## src/rtl/tlp_fifo_arb.sv

```systemverilog
// Packet-granular round-robin arbiter draining NUM_REQ first-word-fall-through TLP FIFOs
// onto a single 64-bit stream, tagging each packet with its source and aborting stalled packets.
module tlp_fifo_arb #(
    parameter int NUM_REQ   = 2,
    parameter int STALL_MAX = 500
) (
    input  logic                    pcie_clk,
    input  logic                    pcie_rst,
    input  logic [NUM_REQ-1:0]      req_empty,
    output logic [NUM_REQ-1:0]      req_rd_en,
    input  logic [NUM_REQ-1:0]      req_data_valid,
    input  logic [NUM_REQ-1:0]      req_tlast,
    input  logic [8*NUM_REQ-1:0]    req_tkeep,
    input  logic [64*NUM_REQ-1:0]   req_tdata,
    input  logic [12*NUM_REQ-1:0]   req_len,
    output logic                    m_tvalid,
    input  logic                    m_tready,
    output logic                    m_tlast,
    output logic [7:0]              m_tkeep,
    output logic [63:0]             m_tdata,
    output logic                    m_sof,
    output logic [11:0]             m_len,
    output logic [2:0]              m_src,
    output logic                    m_err,
    output logic [1:0]              fsm_state
);

    // Handshake: a beat transfers on a rising edge where m_tvalid && m_tready; while
    // m_tvalid && !m_tready every m_* output holds. A FIFO word leaves its FIFO on a rising
    // edge where req_rd_en[i] is high, and the next head must be presented the cycle after.

    typedef enum logic [1:0] {
        IDLE  = 2'd0,
        XFER  = 2'd1,
        ABORT = 2'd2
    } state_t;

    localparam logic [9:0] STALL_LIM = 10'(STALL_MAX);
    localparam logic [9:0] STALL_SAT = 10'h3FF;

    state_t      state;
    state_t      state_nxt;
    logic [2:0]  grant;
    logic [2:0]  last_grant;
    logic [9:0]  stall_cnt;
    logic        sent_any;

    logic        h_empty;
    logic        h_dv;
    logic        h_tlast;
    logic [7:0]  h_tkeep;
    logic [63:0] h_tdata;
    logic [11:0] h_len;

    logic        pick_valid;
    logic [2:0]  pick;

    logic        out_load;
    logic        bubble_pop;
    logic        data_pop;
    logic        stall_hit;

    logic        beat_valid;
    logic        beat_tlast;
    logic [7:0]  beat_tkeep;
    logic [63:0] beat_tdata;
    logic        beat_sof;
    logic        beat_err;

    assign fsm_state = state;

    // Head word of the currently granted FIFO.
    always_comb begin
        h_empty = 1'b1;
        h_dv    = 1'b0;
        h_tlast = 1'b0;
        h_tkeep = '0;
        h_tdata = '0;
        h_len   = '0;
        for (int i = 0; i < NUM_REQ; i++) begin
            if (grant == 3'(i)) begin
                h_empty = req_empty[i];
                h_dv    = req_data_valid[i];
                h_tlast = req_tlast[i];
                h_tkeep = req_tkeep[i*8 +: 8];
                h_tdata = req_tdata[i*64 +: 64];
                h_len   = req_len[i*12 +: 12];
            end
        end
    end

    // Round-robin scan starting just after the previous winner, so it ranks last.
    always_comb begin
        pick_valid = 1'b0;
        pick       = '0;
        for (int k = 1; k <= NUM_REQ; k++) begin
            for (int i = 0; i < NUM_REQ; i++) begin
                if (!pick_valid && (i == (int'(last_grant) + k) % NUM_REQ) && !req_empty[i]) begin
                    pick_valid = 1'b1;
                    pick       = 3'(i);
                end
            end
        end
    end

    assign out_load   = !m_tvalid || m_tready;
    assign bubble_pop = (state == XFER) && !h_empty && !h_dv;
    assign data_pop   = (state == XFER) && !h_empty && h_dv && out_load;
    assign stall_hit  = (stall_cnt == STALL_LIM);

    always_comb begin
        req_rd_en = '0;
        for (int i = 0; i < NUM_REQ; i++) begin
            req_rd_en[i] = (grant == 3'(i)) && (bubble_pop || data_pop) && !pcie_rst;
        end
    end

    always_comb begin
        state_nxt  = state;
        beat_valid = 1'b0;
        beat_tlast = 1'b0;
        beat_tkeep = '0;
        beat_tdata = '0;
        beat_sof   = 1'b0;
        beat_err   = 1'b0;
        case (state)
            IDLE: begin
                if (pick_valid) state_nxt = XFER;
            end
            XFER: begin
                if (data_pop) begin
                    beat_valid = 1'b1;
                    beat_tlast = h_tlast;
                    beat_tkeep = h_tkeep;
                    beat_tdata = h_tdata;
                    beat_sof   = !sent_any;
                    if (h_tlast) state_nxt = IDLE;
                end else if (stall_hit) begin
                    state_nxt = ABORT;
                end
            end
            ABORT: begin
                // A packet that never emitted a beat has nothing to terminate downstream.
                if (!sent_any) begin
                    state_nxt = IDLE;
                end else if (out_load) begin
                    beat_valid = 1'b1;
                    beat_tlast = 1'b1;
                    beat_err   = 1'b1;
                    state_nxt  = IDLE;
                end
            end
            default: state_nxt = IDLE;
        endcase
    end

    always_ff @(posedge pcie_clk) begin
        if (pcie_rst) begin
            state      <= IDLE;
            grant      <= '0;
            last_grant <= 3'(NUM_REQ - 1);
            stall_cnt  <= '0;
            sent_any   <= 1'b0;
        end else begin
            state <= state_nxt;
            if (state == IDLE && pick_valid) begin
                grant      <= pick;
                last_grant <= pick;
                stall_cnt  <= '0;
                sent_any   <= 1'b0;
            end
            if (state == XFER) begin
                if (data_pop) begin
                    stall_cnt <= '0;
                    sent_any  <= 1'b1;
                end else if ((h_empty || !h_dv) && stall_cnt != STALL_SAT) begin
                    // Backpressure with data waiting is not a stall and leaves the count alone.
                    stall_cnt <= stall_cnt + 10'd1;
                end
            end
        end
    end

    always_ff @(posedge pcie_clk) begin
        if (pcie_rst) begin
            m_tvalid <= 1'b0;
            m_tlast  <= 1'b0;
            m_tkeep  <= '0;
            m_tdata  <= '0;
            m_sof    <= 1'b0;
            m_len    <= '0;
            m_src    <= '0;
            m_err    <= 1'b0;
        end else if (out_load) begin
            m_tvalid <= beat_valid;
            if (beat_valid) begin
                m_tlast <= beat_tlast;
                m_tkeep <= beat_tkeep;
                m_tdata <= beat_tdata;
                m_sof   <= beat_sof;
                m_src   <= grant;
                m_err   <= beat_err;
                if (beat_sof) m_len <= h_len;
            end
        end
    end

endmodule

```

## config.mk

```make
export PLATFORM = sky130hd
export DESIGN_NAME = tlp_fifo_arb
export DESIGN_NICKNAME = d
export VERILOG_FILES = /design/src/rtl/tlp_fifo_arb.sv
export SDC_FILE = /design/constraint.sdc
export NUM_CORES = 1
export LEC_CHECK = 0
export CAP_MARGIN = 20
export CORE_MARGIN = 10
export CORE_UTILIZATION = 35
export CTS_CLUSTER_DIAMETER = 200
export CTS_CLUSTER_SIZE = 30
export DETAILED_ROUTE_END_ITERATION = 6
export GPL_TIMING_DRIVEN = 0
export PLACE_DENSITY = 0.71
export SKIP_LAST_GASP = 1
export SLEW_MARGIN = 20
export SYNTH_ARGS = -nofsm -noshare
export SYNTH_HDL_FRONTEND = slang
export SYNTH_SLANG_ARGS = --single-unit
```

## constraint.sdc

```tcl
create_clock -name pcie_clk -period 2.62 [get_ports pcie_clk]
set_clock_uncertainty 0.1 [all_clocks]
set_input_delay 0.262 -clock pcie_clk [delete_from_list [all_inputs] [get_ports pcie_clk]]
set_output_delay 0.262 -clock pcie_clk [all_outputs]
set_load 0.01 [all_outputs]
```

Yosys cells after proc, flatten, opt, wreduce, memory -nomap -nowiden
Cells that the tools add are included.
- add/subtract/negate cells: 3
- multipliers: 0
- divide/modulo/power cells: 0
- order comparisons: 0
- equality and inequality tests: 11
- shifts and indexed selects: 0
- mux-type cells: 47
- bitwise gates (word level): 2
- reductions and logical operators: 37
- operators by type and width (kind ; count):
    2-to-1 mux 64 bit ; 4
    zero test 32 bit ; 2
    2-to-1 mux 10 bit ; 4
    2-to-1 mux 8 bit ; 4
    2-to-1 mux 12 bit ; 2
    2-to-1 mux 1 bit ; 22
    logical AND 1 bit ; 17
    2-to-1 mux 2 bit ; 6
    adder 10 x 1 -> 10 bit, second input constant ; 1
    equality test 10 x 9 -> 1 bit, second input constant ; 1
    zero test 1 bit ; 10
    inequality test 10 bit, second input constant ; 1
    inequality test 3 bit, second input constant ; 3
    2-to-1 mux 3 bit ; 2
    one-hot mux 2 bit (3 select lines) ; 1
    equality test 2 bit, first input constant ; 2
    one-hot mux 1 bit (2 select lines) ; 2
    AND reduction 4 bit ; 1
    equality test 3 x 1 -> 1 bit, second input constant ; 1
    zero test 3 bit ; 1
    logical OR 1 bit ; 3
    AND reduction 3 bit ; 1
    adder 1 bit, second input constant ; 2
    bitwise AND 1 bit, first input constant ; 2
    5 further kinds ; 5
- register bits: 108
- bits in latches: 0
- RAM bits: 0
- memory bits (read-only): 0
- input bits: 177
- output and inout bits: 95
- logic and storage cells: 113
- memories kept: 0

Logic depth before layout (Yosys ltp)
Gate-level depths: netlist of run 1.
- word-level depth: 22
- depth in mapped cells: 8
- gate-level depth less buffers: 7

Worst setup path after synthesis of run 1
No wires, ideal clock.
- path type: register -> output
- start: register grant[0]
- end: output req_rd_en[0]
- arrival: 1.621 ns
- required time: 2.258 ns
- path slack: 0.637 ns
- stages on the path, launching flop included: 5
- path buffers: 3
- path through: dfxtp_1 -> buf_4 -> buf_2 -> buf_1 -> a2111oi_0
- cells in the longest elaborated chain, start to end: 10
- elaborated cells on any way between the ends: 15
- those cells by class: eq/ne (1); mux (4); reduce/logical (10)
- RTL lines (item ; line ; RTL):
    start: declaration ; 43 ; logic [2:0] grant;
    start signal: assignment ; 167 ; grant <= pick;
    zero test 3 bit ; 81, 114 ;
    2-to-1 mux 1 bit (2 in series) ; 81 ; if (grant == 3'(i)) begin
    zero test 1 bit ; 107, 108 ;
    logical AND 1 bit ; 107, 108 ;
    logical AND 1 bit (2 in series) ; 108 ; assign data_pop = (state == XFER) && !h_empty && h_dv && out_load;
    logical OR 1 bit ; 114 ; req_rd_en[i] = (grant == 3'(i)) && (bubble_pop || data_pop) && !pcie_rst;
    logical AND 1 bit (*) (2 in series) ; 114 ;
    end: declaration ; 10 ; output logic [NUM_REQ-1:0] req_rd_en,
Every way passes the cells marked *; elsewhere a longest branch is shown, timed or not.

Final worst setup path of run 1
- start: register state[1] (netlist: fsm_state[1])
- end: output req_rd_en[0]
- cells in the longest elaborated chain, start to end: 7
- elaborated cells on any way between the ends: 8
- those cells by class: eq/ne (1); reduce/logical (7)
- RTL lines (item ; line ; RTL):
    start: declaration ; 41 ; state_t state;
    start signal: assignment ; 165 ; state <= state_nxt;
    equality test 2 x 1 -> 1 bit (*) ; 107, 108 ;
    logical AND 1 bit (*) ; 107, 108 ;
    logical AND 1 bit (2 in series) ; 108 ;
    logical OR 1 bit (*) ; 114 ;
    logical AND 1 bit (*) (2 in series) ; 114 ;
Marks and branches as above.

==> summary.txt, run 1 <==
STA
  – Worst Setup Slack, final: ~0.14 ns
  – Relative slew slack: between 40% and 50%
  – RSZ-0062 raised after global routing: false
  – Max-slew violation total from the final report: 0
  – Fin. Hold Viols: 0
  – Crit share post-route: between 90% and 100%
  – Tmin final: ~2.5 ns
  – Transition time of the tightest slew-check pin: about 0.89 ns
  – Fmax: a little over 400 MHz
  – Final setup violation count: 0

Global route
  – Largest net degree at the start of global routing: 20
  – First-pass GRT wire length: 33.61 mm
  – Vias in the first global route: just under 6000
  – Tot GR Track Use: between 10% and 20%
  – Remaining Overflow, GRT: 0
  – Initial antenna violation count: 0

Synth
  – Synth Flop Type: dfxtp_1
  – Ys async rst share: 0%
  – Post-synth EDFFs: 0
  – Netlist Area Pre-Place: approximately 5600 µm²
  – Largest area contributor in the netlist: dfxtp_1
  – Synth area leaders: dfxtp_1 (37%), mux2i_1 (16%), o31ai_2 (16%)
  – Synthesis Warnings: 0
  – Syn Area/Cell: roughly 10 µm²
  – Adder-cell share of the synthesized area: 1.116%
  – Largest family of logic cells by synthesized area: compound AO/OA/AOI/OAI gates
  – Xor/xnor share of the synthesized area: 0%
  – Top-area cell type share of the netlist area: a little under two fifths
  – Compound-Gate Fraction of Synth Area: approximately 25%
  – Cells after synthesis: about 560
  – Post-synthesis sequential area ratio: a little under two fifths
  – Simple-gate portion of the synthesized area: between 10% and 20%
  – Register bit total from synthesis: between 100 and 150
  – Cell variety after synth: 59
  – Post-synthesis mux area share: roughly 16%

Power and ir drop
  – Worst vdd ir: between 0.3 and 0.4 mV
  – LEAKAGE: 0.003054 µW
  – Sequential fraction of design power: around two fifths
  – Logic pwr share: 26.5%
  – Clock network fraction of total power: a little over a third
  – Cell Int Power: 3050 µW
  – Power Dens Cells: 478.8 nW/µm²
  – NetSw: roughly 1200 µW
  – Switching part of the total: about 29%
  – Power Total: between 4000 and 5000 µW

Clock network
  – Clock Pin Slew Worst Setup and Hold Paths: around 0.070 ns
  – Max clock buf depth: 2
  – H-Tree Depth: 3
  – Total CTS buffers: 9
  – Worst-skew pair later-pin latency: 0.35 ns
  – CTS tree: built
  – Hold Buf Count CTS: 0
  – Root Buffer Master: clkbuf_16
  – Sink Count: ~100

Outcome
  – Status: finished clean

Layout
  – NumNets Final: around 1000
  – Layout area overhead: 59.07%
  – Commonest non-fill, non-tap cell in the layout: clkdlybuf4s50_1
  – Antenna Cells: 0
  – Most frequent cells in the layout: clkdlybuf4s50_1 (267), dfxtp_1 (104), mux2i_1 (88)
  – Fraction of layout cells with a size suffix above 1: between 15 and 20%
  – Layout Utilization: a little under three fifths

Floorplan
  – Row Count: 46
  – Die Width: roughly 150 µm
  – Core area: about 16000 µm²
  – Ports: 272
  – Starting density of the core: between 30 and 40%
  – Die area: ~21000 µm²
  – Die height: 146.6 µm

Placed design
  – GP Congestion: around 0.92
  – # port buffers: ~270
  – Post-DP HPWL: 17.52 mm
  – DP Worst Slack: -0.07999 ns

Setup path
  – Worst R2R Path Depth: 6
  – Kind of end point of the critical path: output pin
  – Worst Path Max Fanout: 6
  – Worst path required time: 2.26 ns
  – Worst setup path class: register to output pin
  – Arrival time at the worst endpoint: 2.12 ns
  – CP startpoint kind: register

Routing
  – Vias: 5474
  – Vias/cell: between 5 and 6
  – Wire per inst: around 20 µm
  – ANT nets after route: 0
  – DRT Pass-1 Iters: 4
  – Post-route DRC: 0
  – Final WL: around 22 mm
  – DR iter-0 viols: approximately 220

Worst hold path
  – Min-delay worst type: input pin to register
  – Worst Hold Depth: 2

Job
  – Max-cap viol count: 0
## through the flow
stage	hold slack [ns]	cell area (µm²)	TNS, ns	instances
floorplan	0.3665	5610	0	563
global placement	0.3470	8563	-0.01510	1047
detailed placement	0.3492	8563	-0.07999	1047
CTS	0.2495	8911	0	1062
global route	0.2750	8919	0	1062
finish	0.2475	8919	0	1062
## layout make-up
class,count,area [µm²]
Fill cell,1403,6852
Multi-Input combinational cell,397,3209
Timing Repair Buffer,268,2685
Sequential cell,104,2082
Buffer,53,309.0
Tap cell,216,270.3
Clock buffer,12,256.5
Clock inverter,4,76.32
Inverter,8,30.03
## power groups by stage
stage                     Clock, µW  Sequential, µW  Combinational (µW)
final                          1500            1640                1130
after global routing           1590            1640                1220
after CTS                      1530            1640                1130
after detailed placement          0            1680                1120
after global placement            0            1670                1110
after floorplan                   0            1680                 606
## flip-flops by register name, summed over array words and instances (netlist names), 2 cells and up
name	cells
m_tkeep	8
stall_cnt	10
fsm_state	2
m_tdata	64
m_len	12
## synthesized netlist by cell type, drive strengths merged (2+ instances only)
cell	n
nand4	5
buf	37
and3	8
o211ai	4
nand3	80
a21oi	16
ha	5
a2111oi	2
o31ai	72
inv	8
dfxtp	104
mux2i	88
nor2	24
a31oi	4
a32oi	2
a311oi	2
nor4	2
nor3b	2
nand2	21
clkbuf	17
o21ai	9
nand2b	3
or3b	2
nor3	6
a211oi	14
and2	4
nor2b	2
or3	2
## cell families (layout without fill, tap and decap cells)
logic type               count (synthesis)  in the layout
AND/OR/NAND/NOR                        165            165
multiplexers                            88             88
buffers and inverters                   62            345
flip-flops                             104            104
adder cells (fa/ha/maj)                  5              5
other                                    1              2
AO/OA/AOI/OAI                          137            137
## what timing repair did
action                     CTS  global route
hold endpoints to repair     0             0
pin swaps                    0             0
buffers inserted             0             0
gates resized for setup      7             2
setup endpoints to repair    2             2
## worst max-delay path, stage by stage, from the launching register on
cell and delay, ns:
dfxtp_1 0.34, inv_1 0.10, ha_2 0.25, nand2_2 0.14, a2111oi_2 0.34, clkdlybuf4s50_1 0.59
## layer usage
layer	vias up	GRT usage [%]	part of all wire, %
met5	-	0	0
met4	0	5.005	1.3
met3	18	6.551	7.2
met2	183	34.87	52
met1	2591	21.71	40
li1	2682	-	-
## worst paths after layout
kind                                                start                       to  slack (ns)
worst min-delay path                             pcie_rst  stall_cnt[6]$_SDFF_PP0_        0.25
worst max register to register  fsm_state[1]$_SDFFE_PP0P_  stall_cnt[6]$_SDFF_PP0_        0.21
worst min register to register       m_tlast$_SDFFE_PP0P_     m_tlast$_SDFFE_PP0P_        0.37
worst max-delay path            fsm_state[1]$_SDFFE_PP0P_             req_rd_en[0]        0.14
(Power assumes the default switching activity.)
==> inputs of run 2 (changes only) <==
Settings changed: CORE_ASPECT_RATIO set to 0.75, GPL_ROUTABILITY_DRIVEN set to 0.
==> run 2 against run 1 <==
Die area rose by 0.25%. Sequential power is essentially flat. Worst hold slack better by 0.018 ns. Combinational power barely moved. Total power down 5.2%. Critical path depth stayed put. Global-route usage is 0.82 points lower. Fmax is 0.88% lower. Critical path type unchanged. Critical endpoint is now req_rd_en[1]. Largest cell class unchanged. Highest routed layer unchanged.
==> summary.txt, run 2 (same netlist as run 1, synthesis figures left out) <==
Layout
  – Most frequent cells in the layout: clkdlybuf4s50_1 (267), dfxtp_1 (104), mux2i_1 (88) (unchanged)
  – Non-filler cells, final: 1051 (was 1062)
  – Fraction of layout cells with a size suffix above 1: 16.31% (was 16.43%)
  – Layout area overhead: 57.67% (was 59.07%)
  – Fill count: 1352 (was 1403)
  – Multi-input logic area: 3211 µm² (was 3209 µm²)
  – Layout Utilization: 57.15% (was 56.55%)
  – Register area: 2082 µm² (unchanged)
  – Largest regs: m_tdata: 64 flops, m_len: 12 flops, stall_cnt: 10 flops (unchanged)
  – NumNets Final: 1023 (unchanged)
  – Largest Register: m_tdata (unchanged)
  – Commonest non-fill, non-tap cell in the layout: clkdlybuf4s50_1 (unchanged)
  – Antenna Cells: 0 (unchanged)
  – Max reg flops: 64 (unchanged)

Setup path
  – Kind of end point of the critical path: output pin (unchanged)
  – Worst setup path class: register to output pin (unchanged)
  – Worst R2R Path Depth: 7 (was 6)
  – R2R Path End: stall_cnt[7]$_SDFF_PP0_ (was stall_cnt[6]$_SDFF_PP0_)
  – Worst Path Max Fanout: 6 (unchanged)
  – Worst path required time: 2.26 ns (about the same)
  – Worst r2r src: stall_cnt[1]$_SDFF_PP0_ (was fsm_state[1]$_SDFFE_PP0P_)
  – CP startpoint kind: register (unchanged)
  – Arrival time at the worst endpoint: 2.14 ns (was 2.12 ns)
  – R2R Setup Slk: 0.28 ns (was 0.21 ns)

Clock network
  – H-Tree Depth: 3 (unchanged)
  – Max clock buf depth: 2 (unchanged)
  – CTS tree: built (unchanged)
  – Total CTS buffers: 9 (unchanged)
  – Root Buffer Master: clkbuf_16 (unchanged)
  – Clock Pin Slew Worst Setup and Hold Paths: 0.07 ns (about the same)
  – Hold Buf Count CTS: 0 (unchanged)
  – Sink Count: 104 (unchanged)
  – Worst-skew pair later-pin latency: 0.35 ns (about the same)
  – Post-CTS Repair Setup Buffers: 0 (unchanged)

Worst hold path
  – Worst Min Path Start: pcie_rst (unchanged)
  – Worst Hold End: stall_cnt[6]$_SDFF_PP0_ (unchanged)
  – Worst Hold Depth: 2 (unchanged)
  – Min-delay worst type: input pin to register (unchanged)

Power and ir drop
  – Worst vdd ir: 0.3481 mV (was 0.3450 mV)
  – LEAKAGE: 0.003015 µW (was 0.003054 µW)
  – Power Dens Cells: 457.9 nW/µm² (was 478.8 nW/µm²)

Floorplan
  – Die area: 21530 µm² (was 21480 µm²)
  – Ports: 272 (unchanged)
  – Row Count: 39 (was 46)
  – Die height: 129.6 µm (was 146.6 µm)
  – Die Width: 166.1 µm (was 146.6 µm)
  – Core area: 15470 µm² (was 15770 µm²)
  – Starting density of the core: 36.25% (was 35.55%)

Routing
  – Vias: 5596 (was 5474)
  – ANT nets after route: 0 (unchanged)
  – DR iter-0 viols: 445 (was 224)
  – Wire per inst: 20.20 µm (was 20.32 µm)
  – Post-route DRC: 0 (unchanged)
  – Vias/cell: 5.324 (was 5.154)
  – DRT Pass-1 Iters: 7 (was 4)
  – Final WL: 21.23 mm (was 21.58 mm)

STA
  – Fmax: 399.9 MHz (was 403.5 MHz)
  – Transition time of the tightest slew-check pin: 0.7777 ns (was 0.8886 ns)
  – Fin Setup TNS: 0 ns (unchanged)
  – Relative slew slack: 47.69% (was 40.23%)
  – Hold slack: 0.2654 ns (was 0.2475 ns)
  – Tmin final: 2.501 ns (was 2.478 ns)
  – Max-slew violation total from the final report: 0 (unchanged)
  – Final setup violation count: 0 (unchanged)
  – Crit share post-route: 95.44% (was 94.60%)
  – RSZ-0062 raised after global routing: true (was false)
  – Worst Setup Slack, final: 0.1195 ns (was 0.1416 ns)
  – Fin. Hold Viols: 0 (unchanged)

Global route
  – First-pass GRT wire length: 32.72 mm (was 33.61 mm)
  – Remaining Overflow, GRT: 0 (unchanged)
  – Largest net degree at the start of global routing: 20 (unchanged)
  – Tot GR Track Use: 18.72% (was 19.54%)
  – Vias in the first global route: 5900 (was 5830)
  – Initial antenna violation count: 0 (unchanged)

Placed design
  – Placed insts: 1036 (was 1047)
  – Post-DP HPWL: 17.01 mm (was 17.52 mm)
  – # port buffers: 268 (unchanged)
  – DP Worst Slack: -0.005950 ns (was -0.07999 ns)

Outcome
  – Status: finished clean (unchanged)

Job
  – Max-cap viol count: 0 (unchanged)
==> run 2: cell count changes in the layout (fill, tap and decap cells not counted), sizes merged <==
cell and delta:
clkbuf -1, clkinv -1, clkinvlp +2, inv +2, bufinv -2
==> run 2: power by group <==
| group | internal [µW] | switching [µW] | total, µW |
|---|---|---|---|
| Combinational | 542 | 575 | 1120 |
| Sequential | 1610 | 26.7 | 1640 |
| Clock | 654 | 638 | 1290 |
==> run 2: how the worst max path moves through the flow <==
stage	start	endpoint	slack [ns]
6_report	fsm_state[1]$_SDFFE_PP0P_	req_rd_en[1]	0.12
2_1_floorplan	grant[0]$_SDFFE_PP0P_	req_rd_en[0]	0.64
4_1_cts	grant[0]$_SDFFE_PP0P_	req_rd_en[1]	0.002
5_1_grt	fsm_state[1]$_SDFFE_PP0P_	req_rd_en[1]	-0.01
3_3_place_gp	req_empty[1]	m_tdata[55]$_SDFFE_PP0P_	0.05
3_5_place_dp	req_empty[1]	m_tdata[53]$_SDFFE_PP0P_	-0.006
==> run 2: metal layers <==
metal  vias to the layer above  part of all wire (%)  GRT usage [%]
met5                         -                     0              0
met4                         0                   1.9          5.925
met3                        31                    10          8.550
met2                       284                    47          30.45
met1                      2603                    41          21.75
li1                       2678                     -              -
==> run 2: metrics by stage <==
step           cell area, µm²  total power, µW
6_report                 8840             4047
5_1_grt                  8840             4226
4_1_cts                  8828             4071
3_5_place_dp             8549             2781
3_3_place_gp             8549             2759
2_1_floorplan            5610             2287
==> run 2: final cells by class <==
cell class                 instances  area share, %
inverter                           8         0.3397
multi-input combinational        397          36.32
tap                              205          2.902
timing repair buffer             268          30.38
clock buffer                      11          2.633
clock inverter                     5         0.4529
buffer                            53          3.425
sequential                       104          23.55
==> run 2: critical path: stages (launching register included) <==
cell and delay (ns):
dfxtp_1 0.35, inv_1 0.09, ha_2 0.26, nand2_2 0.14, a2111oi_2 0.35, clkdlybuf4s50_1 0.60
==> run 2: repair_timing <==
item	4_1_cts	5_1_grt
resized for setup	5	3
endpoints found under the setup margin	2	2
pin swaps	0	0
